<file path="config.mk">
export PLATFORM = sky130hd
export DESIGN_NAME = uart_tx_arbiter_flat
export DESIGN_NICKNAME = d
export VERILOG_FILES = /design/src/rtl/uart_tx_arbiter_if.sv /design/src/rtl/uart_tx_arbiter.sv /design/src/flat_wrapper.sv
export SDC_FILE = /design/constraint.sdc
export NUM_CORES = 1
export LEC_CHECK = 0
export ABC_AREA = 1
export CAP_MARGIN = 20
export CORE_UTILIZATION = 25
export DETAILED_ROUTE_END_ITERATION = 10
export GPL_TIMING_DRIVEN = 0
export RECOVER_POWER = 50
export SLEW_MARGIN = 20
export SYNTH_ARGS = -nofsm -noshare
export SYNTH_HDL_FRONTEND = slang
export SYNTH_SLANG_ARGS = --single-unit
export TNS_END_PERCENT = 10
</file>
<file path="constraint.sdc">
create_clock -name i_clk -period 1.85 [get_ports i_clk]
set_input_delay 0.185 -clock i_clk [delete_from_list [all_inputs] [get_ports i_clk]]
set_output_delay 0.185 -clock i_clk [all_outputs]
set_load 0.05 [all_outputs]
</file>
<file path="src/rtl/uart_tx_arbiter_if.sv">
// uart_tx_arbiter_if: requester-side and transmitter-side handshake bundle.
// Ports: i_req_valid/o_req_ready/i_req_data/i_req_lock (requesters),
//        o_tx_valid/i_tx_ready/o_tx_data (UART transmitter). Names are from the arbiter's view.
interface uart_tx_arbiter_if #(
  parameter int N_REQ = 4
);
  logic [N_REQ-1:0]   i_req_valid;
  logic [N_REQ-1:0]   o_req_ready;
  logic [N_REQ*8-1:0] i_req_data;
  logic [N_REQ-1:0]   i_req_lock;
  logic               o_tx_valid;
  logic               i_tx_ready;
  logic [7:0]         o_tx_data;

  // Arbiter side.
  modport slave (
    input  i_req_valid, i_req_data, i_req_lock, i_tx_ready,
    output o_req_ready, o_tx_valid, o_tx_data
  );

  // Requester/transmitter side (the environment around the arbiter).
  modport master (
    output i_req_valid, i_req_data, i_req_lock, i_tx_ready,
    input  o_req_ready, o_tx_valid, o_tx_data
  );
endinterface

</file>
<file path="src/rtl/uart_tx_arbiter.sv">
// uart_tx_arbiter: round-robin N-way byte arbiter with lock and inter-frame gap feeding one UART transmitter.
// Latency: accept in IDLE (combinational ready), o_tx_valid one cycle later; one byte per 2 cycles at best.
// Backpressure: byte held on o_tx_data until i_tx_ready; o_req_ready is 0 outside IDLE, so requesters stall.
// Ports: i_clk, i_nrst (async active-low), i_enable, i_gap_cycles, bus (uart_tx_arbiter_if.slave),
//        o_grant (one-hot owner of current/last byte), o_locked, o_busy (SEND or GAP).
// Option: define UART_TX_ARBITER_STATS_EN to add i_stat_clr and o_stat_bytes (16-bit saturating per requester).
module uart_tx_arbiter #(
  parameter int N_REQ = 4,
  parameter int GAP_W = 16
) (
  input  logic             i_clk,
  input  logic             i_nrst,
  input  logic             i_enable,
  input  logic [GAP_W-1:0] i_gap_cycles,
  uart_tx_arbiter_if.slave bus,
  output logic [N_REQ-1:0] o_grant,
  output logic             o_locked,
  output logic             o_busy
`ifdef UART_TX_ARBITER_STATS_EN
  ,
  input  logic              i_stat_clr,
  output logic [N_REQ*16-1:0] o_stat_bytes
`endif
);

  localparam int IDX_W = $clog2(N_REQ);

  typedef enum logic [1:0] {
    IDLE = 2'd0,
    SEND = 2'd1,
    GAP  = 2'd2
  } state_t;

  state_t           r_state;
  logic             r_tx_valid;
  logic [7:0]       r_tx_data;
  logic [N_REQ-1:0] r_grant;
  logic [IDX_W-1:0] r_last_grant;
  logic             r_locked;
  logic             r_busy;
  logic [GAP_W-1:0] r_gap_cnt;

  logic             w_win_vld;
  logic [IDX_W-1:0] w_win_idx;
  logic [IDX_W-1:0] w_cand;
  logic [7:0]       w_win_dat;
  logic             w_win_lock;
  logic [N_REQ-1:0] w_win_onehot;
  logic             w_accept;
  logic             w_send_hs;

  // Winner search. With the lock held only the previous owner is eligible,
  // even if it is not presenting a byte. Otherwise scan downwards from the
  // farthest candidate so the nearest valid after last_grant is kept.
  always_comb begin
    w_win_vld = 1'b0;
    w_win_idx = '0;
    w_cand    = '0;
    if (r_locked) begin
      w_win_vld = bus.i_req_valid[r_last_grant];
      w_win_idx = r_last_grant;
    end else begin
      for (int i = N_REQ; i >= 1; i--) begin
        w_cand = IDX_W'((int'(r_last_grant) + i) % N_REQ);
        if (bus.i_req_valid[w_cand]) begin
          w_win_vld = 1'b1;
          w_win_idx = w_cand;
        end
      end
    end
  end

  always_comb begin
    w_win_dat = 8'h00;
    for (int k = 0; k < N_REQ; k++) begin
      if (w_win_idx == IDX_W'(k)) begin
        w_win_dat = bus.i_req_data[k*8 +: 8];
      end
    end
  end

  assign w_win_lock   = bus.i_req_lock[w_win_idx];
  assign w_win_onehot = N_REQ'(1) << w_win_idx;
  assign w_accept     = (r_state == IDLE) && i_enable && w_win_vld;
  assign w_send_hs    = (r_state == SEND) && bus.i_tx_ready;

  // Ready is combinational from IDLE; qualify with reset so no requester
  // believes its byte was taken while the arbiter is held in reset.
  assign bus.o_req_ready = (w_accept && i_nrst) ? w_win_onehot : '0;
  assign bus.o_tx_valid  = r_tx_valid;
  assign bus.o_tx_data   = r_tx_data;
  assign o_grant         = r_grant;
  assign o_locked        = r_locked;
  assign o_busy          = r_busy;

  always_ff @(posedge i_clk or negedge i_nrst) begin
    if (!i_nrst) begin
      r_state      <= IDLE;
      r_tx_valid   <= 1'b0;
      r_tx_data    <= 8'h00;
      r_grant      <= '0;
      r_last_grant <= IDX_W'(N_REQ - 1);
      r_locked     <= 1'b0;
      r_busy       <= 1'b0;
      r_gap_cnt    <= '0;
    end else begin
      case (r_state)
        IDLE: begin
          if (w_accept) begin
            r_tx_data    <= w_win_dat;
            r_tx_valid   <= 1'b1;
            r_grant      <= w_win_onehot;
            r_last_grant <= w_win_idx;
            r_locked     <= w_win_lock;
            r_busy       <= 1'b1;
            r_state      <= SEND;
          end
        end
        SEND: begin
          if (bus.i_tx_ready) begin
            r_tx_valid <= 1'b0;
            if (i_gap_cycles == '0) begin
              r_busy  <= 1'b0;
              r_state <= IDLE;
            end else begin
              r_gap_cnt <= i_gap_cycles;
              r_state   <= GAP;
            end
          end
        end
        GAP: begin
          // Counter holds the cycles left including this one.
          if (r_gap_cnt <= GAP_W'(1)) begin
            r_gap_cnt <= '0;
            r_busy    <= 1'b0;
            r_state   <= IDLE;
          end else begin
            r_gap_cnt <= r_gap_cnt - GAP_W'(1);
          end
        end
        default: begin
          r_state <= IDLE;
          r_busy  <= 1'b0;
        end
      endcase
    end
  end

`ifdef UART_TX_ARBITER_STATS_EN
  logic [15:0] r_stat [N_REQ];

  for (genvar g = 0; g < N_REQ; g++) begin : g_stat
    always_ff @(posedge i_clk or negedge i_nrst) begin
      if (!i_nrst) begin
        r_stat[g] <= 16'h0000;
      end else if (i_stat_clr) begin
        r_stat[g] <= 16'h0000;
      end else if (w_send_hs && r_grant[g] && (r_stat[g] != 16'hFFFF)) begin
        r_stat[g] <= r_stat[g] + 16'h0001;
      end
    end
    assign o_stat_bytes[g*16 +: 16] = r_stat[g];
  end
`else
  logic w_unused_hs;
  assign w_unused_hs = w_send_hs;
`endif

endmodule

</file>
<file path="src/flat_wrapper.sv">
// flat-port wrapper written by rule: the top's interface ports become plain ports
module uart_tx_arbiter_flat 
#(
  parameter int N_REQ = 4,
  parameter int GAP_W = 16
)
  (i_clk, i_nrst, i_enable, i_gap_cycles, o_grant, o_locked, o_busy, bus_i_req_valid, bus_i_req_data, bus_i_req_lock, bus_i_tx_ready, bus_o_req_ready, bus_o_tx_valid, bus_o_tx_data);
  uart_tx_arbiter_if #(.N_REQ(N_REQ)) bus_i ();
  input  logic i_clk;
  input  logic i_nrst;
  input  logic i_enable;
  input  logic [GAP_W-1:0] i_gap_cycles;
  output logic [N_REQ-1:0] o_grant;
  output logic o_locked;
  output logic o_busy;
  input wire logic [$bits(bus_i.i_req_valid)-1:0] bus_i_req_valid;
  input wire logic [$bits(bus_i.i_req_data)-1:0] bus_i_req_data;
  input wire logic [$bits(bus_i.i_req_lock)-1:0] bus_i_req_lock;
  input wire logic [$bits(bus_i.i_tx_ready)-1:0] bus_i_tx_ready;
  output wire logic [$bits(bus_i.o_req_ready)-1:0] bus_o_req_ready;
  output wire logic [$bits(bus_i.o_tx_valid)-1:0] bus_o_tx_valid;
  output wire logic [$bits(bus_i.o_tx_data)-1:0] bus_o_tx_data;
  assign bus_i.i_req_valid = bus_i_req_valid;
  assign bus_i.i_req_data = bus_i_req_data;
  assign bus_i.i_req_lock = bus_i_req_lock;
  assign bus_i.i_tx_ready = bus_i_tx_ready;
  assign bus_o_req_ready = bus_i.o_req_ready;
  assign bus_o_tx_valid = bus_i.o_tx_valid;
  assign bus_o_tx_data = bus_i.o_tx_data;
  uart_tx_arbiter #(.N_REQ(N_REQ), .GAP_W(GAP_W)) u_core (.i_clk(i_clk), .i_nrst(i_nrst), .i_enable(i_enable), .i_gap_cycles(i_gap_cycles), .bus(bus_i), .o_grant(o_grant), .o_locked(o_locked), .o_busy(o_busy));
endmodule
</file>
==> summary.txt <==
Flow run
  • Max-cap violation count: 0

Yosys
  • Synth top area cells: dfrtp_1 33%, nand2_1 19%, inv_1 7.1%
  • Most frequent cell after synthesis: nand2_1
  • Synth Area in Simple Gates: 36.73%
  • Post-synthesis sequential area ratio: 34.70%
  • Mapped Area: 2531 um^2
  • Post-synthesis mux area share: 0.4449%
  • Synth Instances: 386
  • Syn Nets: 448
  • Post-synthesis xor/xnor area fraction: 4.498%
  • Top-area cell type share of the netlist area: 32.62%
  • Avg Inst Size Synth: 6.557 um^2
  • Largest area contributor in the netlist: dfrtp_1
  • Complex-gate fraction of the synthesized area: 11.42%
  • Ys Warns: 0
  • Post-synthesis register bit count: 35
  • EDFF count, synth: 0
  • Synth Flop Type: dfrtp_1
  • Synth cell types: 34
  • Async SR Flop Fraction: 100.0%
  • Main combinational cell family by area after synthesis: simple AND/OR/NAND/NOR gates
  • Adder-cell share of the synthesized area: 0.9886%
  • Commonest cells post-synth: 129 x nand2_1, 48 x inv_1, 40 x nor2_1, 33 x dfrtp_1, 27 x nand3_1

STA
  • Clock skew: 0.007632 ns
  • Final WS setup: -0.4905 ns
  • Final period utilization: 126.5%
  • Peak Freq: 0.4273 GHz
  • Number of setup violations in the final report: 19
  • RSZ-0062 raised after global routing: yes
  • Worst hold margin: 0.4823 ns
  • Final-report hold violation count: 0
  • Max Slew Vio Count: 0
  • Tightest Pin Transition: 1.036 ns
  • Slew margin rel.: 30.95%
  • Post-route minimum period: 2.340 ns

Layout
  • Layout area overhead: 53.09%
  • Final #Nets: 548
  • Layout cells sized above 1: 17.28%
  • Ant diodes: 0

Clocking
  • H-tree depth: 2
  • Clock-pin slew on the worst setup and hold paths: 0.07 ns
  • Clk_lat worst skew: 0.29 ns
  • Deepest clock path buffer count: 2
  • CTS buffer count: 5
  • CTS tree: yes
  • Root Buffer: clkbuf_8
  • CTS Sinks: 35

Route
  • DRT antenna net count: 0
  • WL/cell: 12.66 um
  • TritonRoute pass-1 iters: 4
  • Vias: 2773
  • Vias/cell: 4.480
  • Initial drt markers: 103
  • Detailed Route WL: 7.839 mm
  • Remaining routing DRC violations: 0

Placed design
  • Worst slack, placed: -1.117 ns
  • Port Buffers: 78
  • Routability congestion estimate: 0.8491
  • Dpl hpwl: 6.001 mm

Pwr
  • Leak: 1.968 nW
  • VDD IR-drop max: 206.6 uV
  • Power Dens Cells: 399.9 nW/um^2
  • Total power: 1.550 mW

Floorplanning
  • Initial Util: 25.90%
  • Die X: 102.6 um
  • Die Y-Extent: 102.6 um
  • IO Pins: 79
  • # rows: 36
  • Die ar.: 10530 um^2
  • Core footprint: 9774 um^2

Setup path
  • Critical Path Start Type: register
  • Arr. time, crit path: 2.16 ns
  • Crit-path max FO: 7
  • Worst EP required: 1.66 ns
  • Worst Setup Path Type: register to primary output
  • CP endpoint kind: primary output

Global routing
  • Number of global-route vias before repair: 2620
  • Largest net degree at the start of global routing: 19
  • Antenna violations before repair: 0
  • Gr usage total: 15.52%
  • Global-route wire length before repair: 12.73 mm
  • Global route overflow: 0

Run status
  • Status: complete, but fails checks
  • Failing checks: setup timing

Min path
  • Hold crit path type: register to register
[per-stage QoR]
stage | instance area (um^2) | utilization [%] | setup TNS (ns) | cells
3_5_place_dp | 3567 | 36.50 | -9.969 | 598
5_1_grt | 3875 | 39.64 | -6.888 | 619
4_1_cts | 3826 | 39.14 | -4.008 | 616
3_3_place_gp | 3545 | 36.26 | -22.94 | 597
2_1_floorplan | 2597 | - | -0.4363 | 386
6_report | 3875 | 39.64 | -3.861 | 619
[flip-flops by register name (all words and copies together) (netlist names)]
register / flops
u_core.o_grant: 4
u_core.bus.o_tx_valid: 1
u_core.o_locked: 1
u_core.bus.o_tx_data: 8
u_core.o_busy: 1
u_core.r_state: 2
u_core.r_gap_cnt: 16
u_core.r_last_grant: 2
[layer usage]
layer	routed length (um)	share of wire, %	global-route usage (%)	vias up
met3	393	5.0	2.983	6
met2	3735	48	25.79	61
met1	3643	46	21.01	1286
met5	0	0	0	-
li1	-	-	-	1420
met4	68	0.87	2.967	0
[critical path, stage by stage, from the launching register on]
cell and delay (ns):
dfstp_2 0.61, inv_4 0.09, nand2_2 0.08, nand2_2 0.08
nand2_2 0.08, nand2_1 0.05, nand2_1 0.07, nand2_1 0.05
nand2_1 0.05, nand2_1 0.07, nand2_2 0.07, buf_6 0.13
nand2_4 0.06, inv_4 0.08, nand2_4 0.06, nor2_4 0.08
buf_6 0.16
[what timing repair did]
item / 4_1_cts / 5_1_grt
endpoints found under the hold margin: 17 / 0
resized for setup: 51 / 16
hold buffers: 2 / 0
pin swaps: 13 / 1
setup endpoints to repair: 37 / 38
buffers inserted: 9 / 3
[kinds of logic (layout without fill, tap and decap cells)]
group | Yosys count | in the layout
flops | 35 | 35
fa+ha+maj | 2 | 2
buf+inv | 65 | 165
simple gates | 218 | 218
mux | 1 | 1
compound gates | 52 | 52
xor+xnor | 13 | 13
[where the power goes]
group,internal [mW],switching (mW)
Sequential,0.766,0.00215
Clock,0.292,0.277
Combinational,0.132,0.0799
Total,1.19,0.359
[path summary, 6_finish.rpt]
check,start,endpoint,slack [ns],cells after the start
setup / recovery,u_core.r_last_grant[0]$_DFFE_PN1P_,bus_o_req_ready[0],-0.49,16
hold / removal,u_core.bus.o_tx_data[1]$_DFFE_PN0P_,u_core.bus.o_tx_data[1]$_DFFE_PN0P_,0.48,2
setup reg to reg,u_core.r_last_grant[0]$_DFFE_PN1P_,u_core.bus.o_tx_data[6]$_DFFE_PN0P_,-0.23,13
hold reg to reg,u_core.bus.o_tx_data[1]$_DFFE_PN0P_,u_core.bus.o_tx_data[1]$_DFFE_PN0P_,0.48,2
max in group asynchronous,i_nrst,u_core.bus.o_tx_valid$_DFFE_PN0P_,0.45,3
min in group asynchronous,i_nrst,u_core.r_gap_cnt[7]$_DFFE_PN0P_,0.60,2
[placed cells by master (no fill, tap or decap), drive strengths merged, types with 2 or more instances in the layout]
cell	instances
clkbuf	10
dfstp	2
clkinv	3
buf	26
nand2	132
dfrtp	33
xnor2	4
nand4	12
dlygate4sd3	2
a31oi	2
xor2	9
o21ai	24
nor3	3
inv	51
ha	2
a21oi	14
o22ai	7
nor2	43
nand3	28
clkdlybuf4s50	73
[cell type report]
class | count | area, um^2
timing repair buffer | 93 | 905.9
clock inverter | 1 | 5.005
clock buffer | 6 | 82.58
sequential | 35 | 878.3
buffer | 12 | 108.9
multi-input combinational | 286 | 1515
inverter | 53 | 212.7
tap | 133 | 166.4
fill | 1054 | 5899
Note: power is estimated with default switching activity, not from simulation.
